===== config.mk =====
export PLATFORM = sky130hd
export DESIGN_NAME = mips32_hazard_ctrl
export DESIGN_NICKNAME = d
export VERILOG_FILES = /design/src/rtl/mips32_pkg.sv /design/src/rtl/mips32_instr_decode.sv /design/src/rtl/mips32_hazard_ctrl.sv
export SDC_FILE = /design/constraint.sdc
export NUM_CORES = 1
export LEC_CHECK = 0
export CORE_MARGIN = 1.5
export CORE_UTILIZATION = 40
export CTS_CLUSTER_SIZE = 10
export DETAILED_ROUTE_END_ITERATION = 8
export PLACE_DENSITY_LB_ADDON = 0.15
export SYNTH_ARGS = -nofsm -noshare
export SYNTH_HDL_FRONTEND = slang
export SYNTH_SLANG_ARGS = --single-unit

===== constraint.sdc =====
create_clock -name i_clk -period 2.5 [get_ports i_clk]
set_input_delay 0.375 -clock i_clk [delete_from_list [all_inputs] [get_ports i_clk]]
set_output_delay 0.375 -clock i_clk [all_outputs]
set_load 0.01 [all_outputs]

===== src/rtl/mips32_pkg.sv =====
// Shared definitions for the MIPS32 pipeline control logic: opcodes, instruction
// classes, field positions and the shadow-pipe entry format.
package mips32_pkg;

  localparam logic [5:0] OP_ADD   = 6'h00;
  localparam logic [5:0] OP_SUB   = 6'h01;
  localparam logic [5:0] OP_AND   = 6'h02;
  localparam logic [5:0] OP_OR    = 6'h03;
  localparam logic [5:0] OP_SLT   = 6'h04;
  localparam logic [5:0] OP_MUL   = 6'h05;
  localparam logic [5:0] OP_LW    = 6'h08;
  localparam logic [5:0] OP_SW    = 6'h09;
  localparam logic [5:0] OP_ADDI  = 6'h0A;
  localparam logic [5:0] OP_SUBI  = 6'h0B;
  localparam logic [5:0] OP_SLTI  = 6'h0C;
  localparam logic [5:0] OP_BNEQZ = 6'h0D;
  localparam logic [5:0] OP_BEQZ  = 6'h0E;
  localparam logic [5:0] OP_HLT   = 6'h3F;

  localparam int OP_HI = 31;
  localparam int OP_LO = 26;
  localparam int RS_HI = 25;
  localparam int RS_LO = 21;
  localparam int RT_HI = 20;
  localparam int RT_LO = 16;
  localparam int RD_HI = 15;
  localparam int RD_LO = 11;

  // OR R3,R3,R3: the dummy instruction the interlock makes unnecessary
  localparam logic [31:0] NOP_INSTR = 32'h0C63_1800;

  localparam int SH_STAGES = 3;

  typedef enum logic [2:0] {
    CLS_NONE,
    CLS_RR_ALU,
    CLS_RM_ALU,
    CLS_LOAD,
    CLS_STORE,
    CLS_BRANCH,
    CLS_HALT
  } instr_class_e;

  typedef struct packed {
    logic       valid;
    logic [4:0] dest;
    logic       is_hlt;
  } shadow_t;

  localparam shadow_t SH_BUBBLE = '0;

  function automatic logic [5:0] f_op(input logic [31:0] instr);
    return instr[OP_HI:OP_LO];
  endfunction

  function automatic logic [4:0] f_rs(input logic [31:0] instr);
    return instr[RS_HI:RS_LO];
  endfunction

  function automatic logic [4:0] f_rt(input logic [31:0] instr);
    return instr[RT_HI:RT_LO];
  endfunction

  function automatic logic [4:0] f_rd(input logic [31:0] instr);
    return instr[RD_HI:RD_LO];
  endfunction

  // R0 is hard-wired zero, so it can never carry a dependency
  function automatic logic src_match(input logic src_use, input logic [4:0] src,
                                     input logic [4:0] dest);
    return src_use && (src != 5'd0) && (src == dest);
  endfunction

endpackage


===== src/rtl/mips32_instr_decode.sv =====
// Combinational instruction decode: class plus source/destination register usage.
module mips32_instr_decode
  import mips32_pkg::*;
(
  input  logic [31:0]  i_instr,
  output instr_class_e o_class,
  output logic         o_src1_use,
  output logic [4:0]   o_src1_idx,
  output logic         o_src2_use,
  output logic [4:0]   o_src2_idx,
  output logic         o_dest_use,
  output logic [4:0]   o_dest_idx
);

  // Immediate/offset bits carry no register information
  logic w_unused_imm;
  assign w_unused_imm = ^i_instr[RD_LO-1:0];

  assign o_src1_idx = f_rs(i_instr);
  assign o_src2_idx = f_rt(i_instr);

  // Map opcode to class and register usage; unknown opcodes use nothing
  always_comb begin
    o_class    = CLS_NONE;
    o_src1_use = 1'b0;
    o_src2_use = 1'b0;
    o_dest_use = 1'b0;
    o_dest_idx = f_rd(i_instr);
    case (f_op(i_instr))
      OP_ADD, OP_SUB, OP_AND, OP_OR, OP_SLT, OP_MUL: begin
        o_class    = CLS_RR_ALU;
        o_src1_use = 1'b1;
        o_src2_use = 1'b1;
        o_dest_use = 1'b1;
      end
      OP_ADDI, OP_SUBI, OP_SLTI: begin
        o_class    = CLS_RM_ALU;
        o_src1_use = 1'b1;
        o_dest_use = 1'b1;
        o_dest_idx = f_rt(i_instr);
      end
      OP_LW: begin
        o_class    = CLS_LOAD;
        o_src1_use = 1'b1;
        o_dest_use = 1'b1;
        o_dest_idx = f_rt(i_instr);
      end
      OP_SW: begin
        o_class    = CLS_STORE;
        o_src1_use = 1'b1;
        o_src2_use = 1'b1;
      end
      OP_BNEQZ, OP_BEQZ: begin
        o_class    = CLS_BRANCH;
        o_src1_use = 1'b1;
      end
      OP_HLT: begin
        o_class = CLS_HALT;
      end
      default: begin
        o_class = CLS_NONE;
      end
    endcase
  end

endmodule


===== src/rtl/mips32_hazard_ctrl.sv =====
// Pipeline interlock controller for the 5-stage MIPS32 pipe: RAW stalls with EX
// bubbles, taken-branch flush and HLT sequencing, driven by a shadow copy of the
// destination registers of instructions in EX, MEM and WB.
//
// halt sequencer | meaning
// run            | no HLT in flight, normal issue
// pending        | HLT accepted from ID, IF frozen while it drains to WB
// halted         | HLT reached WB, IF frozen until reset
module mips32_hazard_ctrl
  import mips32_pkg::*;
#(
  parameter int HAZARD_DEPTH = 1,
  parameter int CNT_W        = 16
) (
  input  logic             i_clk,
  input  logic             i_rst_n,
  input  logic             i_id_valid,
  input  logic [31:0]      i_id_instr,
  input  logic             i_ex_br_taken,
  output logic             o_stall_if,
  output logic             o_bubble_ex,
  output logic             o_flush,
  output logic             o_halted,
  output logic [CNT_W-1:0] o_stall_cnt
);

  shadow_t          r_sh [SH_STAGES];  // 0 = EX, 1 = MEM, 2 = WB
  logic             r_halt_pending;
  logic             r_halted;
  logic [CNT_W-1:0] r_stall_cnt;

  instr_class_e         w_class;
  logic                 w_src1_use, w_src2_use, w_dest_use;
  logic [4:0]           w_src1_idx, w_src2_idx, w_dest_idx;
  logic [SH_STAGES-1:0] w_stage_hit;
  logic                 w_raw_hz, w_halted, w_hold;
  logic                 w_stall, w_accept, w_count;
  shadow_t              w_sh_ex_next, w_sh_mem_next;

  mips32_instr_decode u_decode (
    .i_instr    (i_id_instr),
    .o_class    (w_class),
    .o_src1_use (w_src1_use),
    .o_src1_idx (w_src1_idx),
    .o_src2_use (w_src2_use),
    .o_src2_idx (w_src2_idx),
    .o_dest_use (w_dest_use),
    .o_dest_idx (w_dest_idx)
  );

  // Compare ID sources against the shadow stages enabled by HAZARD_DEPTH
  always_comb begin
    w_stage_hit = '0;
    for (int k = 0; k < SH_STAGES; k++) begin
      if (k < HAZARD_DEPTH && r_sh[k].valid) begin
        w_stage_hit[k] = src_match(w_src1_use, w_src1_idx, r_sh[k].dest) ||
                         src_match(w_src2_use, w_src2_idx, r_sh[k].dest);
      end
    end
  end

  // The HLT token in WB makes halted visible in the same cycle it arrives
  assign w_halted = r_halted | r_sh[2].is_hlt;
  assign w_hold   = r_halt_pending | w_halted;
  assign w_raw_hz = i_id_valid & (|w_stage_hit);

  // Priority: flush > halt hold > RAW stall > issue; halted always freezes IF
  always_comb begin
    w_stall  = 1'b0;
    w_accept = 1'b0;
    w_count  = 1'b0;
    if (i_ex_br_taken) begin
      w_stall = 1'b0;
    end else if (w_hold) begin
      w_stall = 1'b1;
    end else if (w_raw_hz) begin
      w_stall = 1'b1;
      w_count = 1'b1;
    end else begin
      w_accept = i_id_valid;
    end
    if (w_halted) begin
      w_stall = 1'b1;
    end
  end

  // Next shadow entries; a taken branch squashes a HLT that has only reached EX
  always_comb begin
    w_sh_ex_next = SH_BUBBLE;
    if (w_accept) begin
      w_sh_ex_next.valid  = w_dest_use && (w_dest_idx != 5'd0);
      w_sh_ex_next.dest   = w_dest_idx;
      w_sh_ex_next.is_hlt = (w_class == CLS_HALT);
    end
    w_sh_mem_next = r_sh[0];
    if (i_ex_br_taken) begin
      w_sh_mem_next.is_hlt = 1'b0;
    end
  end

  // Shadow pipe, halt sequencer and saturating stall counter
  always_ff @(posedge i_clk) begin
    if (!i_rst_n) begin
      for (int k = 0; k < SH_STAGES; k++) begin
        r_sh[k] <= SH_BUBBLE;
      end
      r_halt_pending <= 1'b0;
      r_halted       <= 1'b0;
      r_stall_cnt    <= '0;
    end else begin
      r_sh[0] <= w_sh_ex_next;
      r_sh[1] <= w_sh_mem_next;
      r_sh[2] <= r_sh[1];
      if (i_ex_br_taken) begin
        r_halt_pending <= 1'b0;
      end else if (w_accept && w_sh_ex_next.is_hlt) begin
        r_halt_pending <= 1'b1;
      end
      r_halted <= w_halted;
      if (w_count && (r_stall_cnt != {CNT_W{1'b1}})) begin
        r_stall_cnt <= r_stall_cnt + CNT_W'(1);
      end
    end
  end

  assign o_stall_if  = w_stall;
  assign o_bubble_ex = w_stall;
  assign o_flush     = i_ex_br_taken;
  assign o_halted    = w_halted;
  assign o_stall_cnt = r_stall_cnt;

endmodule


==> impl_metrics.toml, run 1 <==
[pwr]
pwr-share-clk_pct = 26.9
peakVddDrop_mv = 0.230
p_int_w = 0.000562
sw_frac_of_total_pct = 25.2
combPwrFrac_pct = 15.1
p_leak_nw = 0.783
p_switching_w = 0.000189
power.density_nw_per_um2 = 351
pwr-share-seq_pct = 58.0

[logic_synthesis]
synth_area_leader_cell = "dfxtp_1"
synth_top_area_share_pct = 37.0
synth-simple-area-share_pct = 30.4
synth_adder_area_share_pct = 0.857
synth.area.top_cells = "dfxtp_1 (37%), mux2i_1 (4.8%), nor2_1 (4.6%), nand2_1 (4.1%), a21oi_1 (3.8%)"
synth-xor-area-share_pct = 5.40
synthMuxAreaShare_pct = 4.80
ys_seq_area_share_pct = 37.0
async_reset_ff_share_pct = 0
synth-compound-area-share_pct = 16.5
synth_cell_types = 40
synth_edf_count = 0
synth_seq_cells = 27
synth_top_family_by_area = "simple AND/OR/NAND/NOR gates"
synthCells = 175
ys_warn_count = 0
synth_area_per_cell_um2 = 8.34
syn_nets = 212
yosys_most_used_dff = "dfxtp_1"
synth_area_um2 = 1460

[setup_path]
rr_startpoint = "o_stall_cnt[3]"
critPathCaptureType = "output port"
reg2regPathDepth = 7
rr_endpoint = "o_stall_cnt[1]"
cpPeakStageDelay_ns = 0.54
crit_required_ns = 2.12
cp_slowest_cell = "or4_4"
arrival_ns = 2.01
path_class = "primary input to output port"
crit_buf_inv = 2
cp_max_fo = 2
critPathTopFamily = "simple AND/OR/NAND/NOR gates"
r2r_slack_ns = 0.36
cp-start-kind = "primary input"
crit_path_cell_trace = "clkdlybuf4s50_1, or4_4, a21oi_2, nor4_1, nor2_2, o221ai_2, buf_2"

[min_path]
hp-start = "r_sh[0][0]"
min_path_type = "flop to flop"
min_path_cells = 1
hold_end = "r_sh[0][7]"

[sta]
period_needed_ns = 2.38
whs_ns = 0.472
setup_viol_count_final = 0
max_freq_mhz = 420
max_slew_margin_pct = 69.8
fin_setup_tns_ns = 0
clock_skew_ns = 0.00804
rsz0062_at_grt = "false"
finalCritPeriodShare_pct = 95.3
drv_slew = 0
finalHoldViolCount = 0
tightest_slew_ns = 0.452

[global_route]
grt_usage_pct = 18.6
grtUsageMet1_pct = 19.3
top_usage_layer = "met2"
grt_max_degree = 20
grt-ovfl-total = 0
antenna_found_initial = 0
grt_pass1_vias = 1482
use_met2_pct = 38.3
grt_pass1_wl_mm = 6.07
grt_use_met3_pct = 2.14

[placed_design]
gp_congestion = 0.784
port_buffers = 44
post-dp-hpwl_mm = 2.96

[status]
status = "complete, no violations"

[clock_tree]
cts_root_buf = "clkbuf_4"
clock_latency_ns = 0.33
clk_pin_slew_ns = 0.15
postCtsSetupRepairBufs = 0
cts_tree = "yes"
htree_num_levels = 1
hold_buffers = 0
cts-buffers-inserted = 3
cts_buffer_depth = 2
cts.sinks = 27

[detailed_routing]
dr_total_vias = 1511
drc = 0
finalWirelength_mm = 3.67
first_pass_iters = 4
wl_per_cell_um = 12.8
ant_nets = 0
vias_per_cell = 5.28
drt_iter0_markers = 115

[floorplan]
rows = 21
fp.coreArea_um2 = 3420
start_util_pct = 42.7
die_area_um2 = 4020
die_x_um = 63.4
io_pins = 56
die_y_um = 63.4

[final_layout]
final_common_cell = "clkdlybuf4s50_1"
diodes = 0
layout.nets = 278
area_growth_pct = 46.4
drive_gt1_share_pct = 15.8
multi_input_area_um2 = 876
fin_util_pct = 62.6
regArea_um2 = 541
final_cell_mix = "clkdlybuf4s50_1 (42), dfxtp_1 (27), buf_4 (22)"
nFillCells = 322

[flow_run]
maxCapViolCount = 0
## metal layers
layer  share of wire (%)  up-vias
met5                   0        -
met4                0.95        0
li1                    -      772
met1                  40      692
met2                  55       43
met3                 4.1        4
## power by group through the flow
stage               Combinational, W  Sequential, W  Clock (W)
floorplan                  0.0000362       0.000444          0
global placement            0.000106       0.000444          0
detailed placement          0.000110       0.000444          0
CTS                         0.000112       0.000435   0.000211
global route                0.000123       0.000436   0.000224
finish                      0.000114       0.000435   0.000202
## worst reg2reg max path, delay by kind of cell (launching register included)
kind,cells,cell delay [ns]
compound gates,1,0.14
buf+inv,1,0.19
flops,1,0.47
mux,1,0.19
simple gates,4,1.04
## synth_stat cells (2+ instances only)
cell type / instances
a21oi_1: 11
nor4_1: 8
nor2_1: 18
nand4_1: 2
o31a_1: 3
o21ai_1: 7
nand2_1: 16
or4_1: 4
nand2b_1: 4
clkbuf_1: 2
o31ai_1: 2
dfxtp_1: 27
xor2_1: 5
buf_4: 2
nand3_1: 10
nor3_1: 4
xnor2_1: 4
inv_1: 5
or3_1: 6
mux2i_1: 7
o21a_1: 3
nor3b_1: 3
and3_1: 2
and2_1: 2
o21ai_0: 3
## kinds of logic after synthesis
kind of cell	after synthesis
and+or+nand+nor	84
AOI/OAI and AO/OA	36
DFF	27
buffers and inverters	11
xor gates and xnor gates	9
muxes	7
adders and majority gates	1
## per-stage QoR
stage               area, um2  total power [W]  cells  setup slack [ns]
global placement         2090         0.000551    282            -0.308
finish                   2140         0.000751    286             0.119
global route             2140         0.000782    286            0.0133
floorplan                1460         0.000480    175             0.404
CTS                      2130         0.000758    286            0.0244
detailed placement       2090         0.000554    282            -0.380
## how the worst max path moves through the flow
stage                        start             end  slack [ns]  cells past startpoint
floorplan           o_stall_cnt[3]  o_stall_cnt[1]        0.40                      8
global placement    i_id_instr[19]     o_bubble_ex       -0.31                      7
detailed placement  i_id_instr[20]      o_stall_if       -0.38                      8
CTS                 i_id_instr[21]      o_stall_if        0.02                      7
global route        i_id_instr[24]      o_stall_if        0.01                      8
finish              i_id_instr[21]      o_stall_if        0.12                      7
## state kept, by name, indices dropped and copies added, names as in the netlist
name            cells
o_stall_cnt        16
r_halted            1
r_sh                9
r_halt_pending      1
## cell type report
type,instances,area share [%]
Clock inverter,1,0.351
Inverter,5,0.878
Tap cell,46,2.69
Multi-Input combinational cell,137,41.0
Clock buffer,3,1.05
Sequential cell,27,25.3
Timing Repair Buffer,67,28.8
## repair_timing
| action | 4_1_cts | 5_1_grt |
|---|---|---|
| endpoints found under the setup margin | 2 | 2 |
| gates cloned | 0 | 0 |
| pin swaps | 3 | 3 |
| resized for setup | 11 | 3 |
No activity file was read; power rests on OpenSTA's default activity.
==> run 2, diff against run 1 <==
--- a/config.mk
+++ b/config.mk
@@ -5,6 +5,7 @@
 export SDC_FILE = /design/constraint.sdc
 export NUM_CORES = 1
 export LEC_CHECK = 0
+export ABC_AREA = 1
 export CORE_MARGIN = 1.5
 export CORE_UTILIZATION = 40
 export CTS_CLUSTER_SIZE = 10
==> impl_metrics.toml, run 2 <==
[global_route]
top_usage_layer = "met2"
grt-ovfl-total = 0
grt_use_met3_pct = 3.50
use_met2_pct = 31.2
antenna_found_initial = 0
grtUsageMet1_pct = 21.5
grt_max_degree = 17
grt_pass1_vias = 1438
grt_usage_pct = 17.5
grt_pass1_wl_mm = 6.08

[setup_path]
path_class = "primary input to output port"
critPathCaptureType = "output port"
crit_required_ns = 2.12
cp-start-kind = "primary input"
r2r_slack_ns = 0.69
rr_endpoint = "o_stall_cnt[11]"
cp_max_fo = 3
rr_startpoint = "r_sh[0][5]"
arrival_ns = 1.90
reg2regPathDepth = 12

[placed_design]
dp_worst_setup_slack_ns = -0.240
post-dp-hpwl_mm = 3.08
gp_congestion = 0.798
port_buffers = 44

[sta]
period_needed_ns = 2.27
clock_skew_ns = 0.00852
tightest_slew_ns = 0.353
rsz0062_at_grt = "false"
max_freq_mhz = 440
setup_slack_ns = 0.226
setup_viol_count_final = 0
finalCritPeriodShare_pct = 91.0
drv_slew = 0
max_slew_margin_pct = 76.4
finalHoldViolCount = 0

[clock_tree]
cts-buffers-inserted = 3
cts_tree = "yes"
clock_latency_ns = 0.28
cts.sinks = 27
hold_buffers = 0
clk_pin_slew_ns = 0.10
cts_buffer_depth = 2
htree_num_levels = 1
cts_root_buf = "clkbuf_8"

[detailed_routing]
wl_per_cell_um = 10.5
drt_iter0_markers = 58
drc = 0
finalWirelength_mm = 3.83
first_pass_iters = 4
vias_per_cell = 4.56
ant_nets = 0
dr_total_vias = 1670

[logic_synthesis]
syn_nets = 289
synth_seq_cells = 27
synth_edf_count = 0
synth-compound-area-share_pct = 10.5
synth_adder_area_share_pct = 0.753
synth_area_leader_cell = "dfxtp_1"
async_reset_ff_share_pct = 0
synth_top_family_by_area = "simple AND/OR/NAND/NOR gates"
synth_area_um2 = 1660
synthCells = 252
synth_most_common_cell = "nand2_1"
synth_cell_types = 31
synthMuxAreaShare_pct = 0.602
synth_common_cells = "nand2_1 (52), nor2_1 (47), inv_1 (36)"
synth-simple-area-share_pct = 42.3
ys_warn_count = 0
synth.area.top_cells = "dfxtp_1 (33%), nand2_1 (12%), nor2_1 (11%), inv_1 (8.1%), a21oi_1 (5.4%)"
synth-xor-area-share_pct = 3.16
synth_top_area_share_pct = 32.5
ys_seq_area_share_pct = 32.5
yosys_most_used_dff = "dfxtp_1"
synth_area_per_cell_um2 = 6.59

[final_layout]
final_common_cell = "nand2_1"
layout.nets = 354
drive_gt1_share_pct = 15.8
largest_reg_flops = 16
nFillCells = 401
final_cell_mix = "nand2_1 (52), nor2_1 (47), clkdlybuf4s50_1 (42)"
area_growth_pct = 40.4
diodes = 0

[pwr]
pwr-share-clk_pct = 30.7
p_int_w = 0.000624
power_w = 0.000835
p_leak_nw = 0.990
p_switching_w = 0.000211
power.density_nw_per_um2 = 358
pwr-share-seq_pct = 52.0
sw_frac_of_total_pct = 25.3
combPwrFrac_pct = 17.3
peakVddDrop_mv = 0.354

[floorplan]
die_area_um2 = 4550
io_pins = 56
start_util_pct = 41.5
fp.coreArea_um2 = 4000
rows = 23
die_y_um = 67.5
die_x_um = 67.5

[min_path]
min_path_cells = 2
min_path_type = "flop to flop"
hp-start = "r_sh[0][7]"
hold_end = "r_sh[0][14]"

[status]
status = "complete, no violations"

[flow_run]
maxCapViolCount = 0
run 2: cell types whose count changed after synthesis, moves of 7 or more:
cell / delta
a21oi_1: +7
inv_1: +31
nand2_1: +36
nor2_1: +29
nor4_1: -8
run 2: how the worst max path moves through the flow:
stage                    from           to  slack, ns  depth (start not counted)
2_1_floorplan  i_id_instr[31]   o_stall_if       0.66                         10
3_3_place_gp   i_id_instr[31]  o_bubble_ex      -0.24                         11
3_5_place_dp   i_id_instr[31]   o_stall_if      -0.24                         11
4_1_cts        i_id_instr[31]   o_stall_if       0.04                         11
5_1_grt        i_id_instr[16]   o_stall_if       0.05                          9
6_report       i_id_instr[31]  o_bubble_ex       0.23                         11
run 2: final cells by class:
class	count	area (um2)	share of cell area, %
Inverter	38	143	6.12
Clock inverter	1	7.51	0.322
Multi-Input combinational cell	184	965	41.4
Sequential cell	27	541	23.2
Clock buffer	3	41.3	1.77
Timing Repair Buffer	63	573	24.6
Tap cell	50	62.6	2.68
run 2: what timing repair did:
action / 4_1_cts / 5_1_grt
cloned: 0 / 0
pin swaps: 0 / 1
setup buffers: 0 / 0
gates resized for setup: 2 / 6
setup endpoints to repair: 2 / 2
run 2: cell families after synthesis:
| kind of cell | after synthesis |
|---|---|
| AO/OA/AOI/OAI | 31 |
| XOR/XNOR | 6 |
| adder cells (fa/ha/maj) | 1 |
| buffers and inverters | 41 |
| flip-flops | 27 |
| multiplexers | 1 |
| AND/OR/NAND/NOR | 145 |
run 2: per-layer routing:
layer | wire length [um] | share of wire [%] | vias to the layer above
met2 | 1830 | 48 | 36
met4 | 34 | 0.89 | 0
met3 | 184 | 4.8 | 4
li1 | - | - | 921
met1 | 1780 | 46 | 709
met5 | 0 | 0 | -
run 2: power by group through the flow:
stage | clock (W) | sequential (W) | combinational [W]
after floorplan | 0 | 0.000444 | 0.0000631
after global placement | 0 | 0.000445 | 0.000142
after detailed placement | 0 | 0.000445 | 0.000144
after CTS | 0.000263 | 0.000435 | 0.000145
after global routing | 0.000276 | 0.000435 | 0.000161
final | 0.000256 | 0.000435 | 0.000144
run 2: worst max-delay path, cell delays in order:
cell and delay (ns):
clkdlybuf4s50_1 0.46, nor2_4 0.15, nand2_1 0.08, a21oi_1 0.17, inv_1 0.06, nand3_1 0.06
nand2_1 0.05, nand2_1 0.08, nand3_1 0.09, a22oi_2 0.16, clkbuf_2 0.16
run 2: metrics by stage:
stage	hold WS [ns]	area [um2]	setup TNS [ns]	utilization, %	std cells
5_1_grt	0.444	2330	0	58.3	366
6_report	0.421	2330	0	58.3	366
2_1_floorplan	0.390	1660	0	-	252
3_5_place_dp	0.405	2280	-0.480	57.0	362
4_1_cts	0.423	2330	0	58.2	366
3_3_place_gp	0.398	2280	-0.483	57.0	362
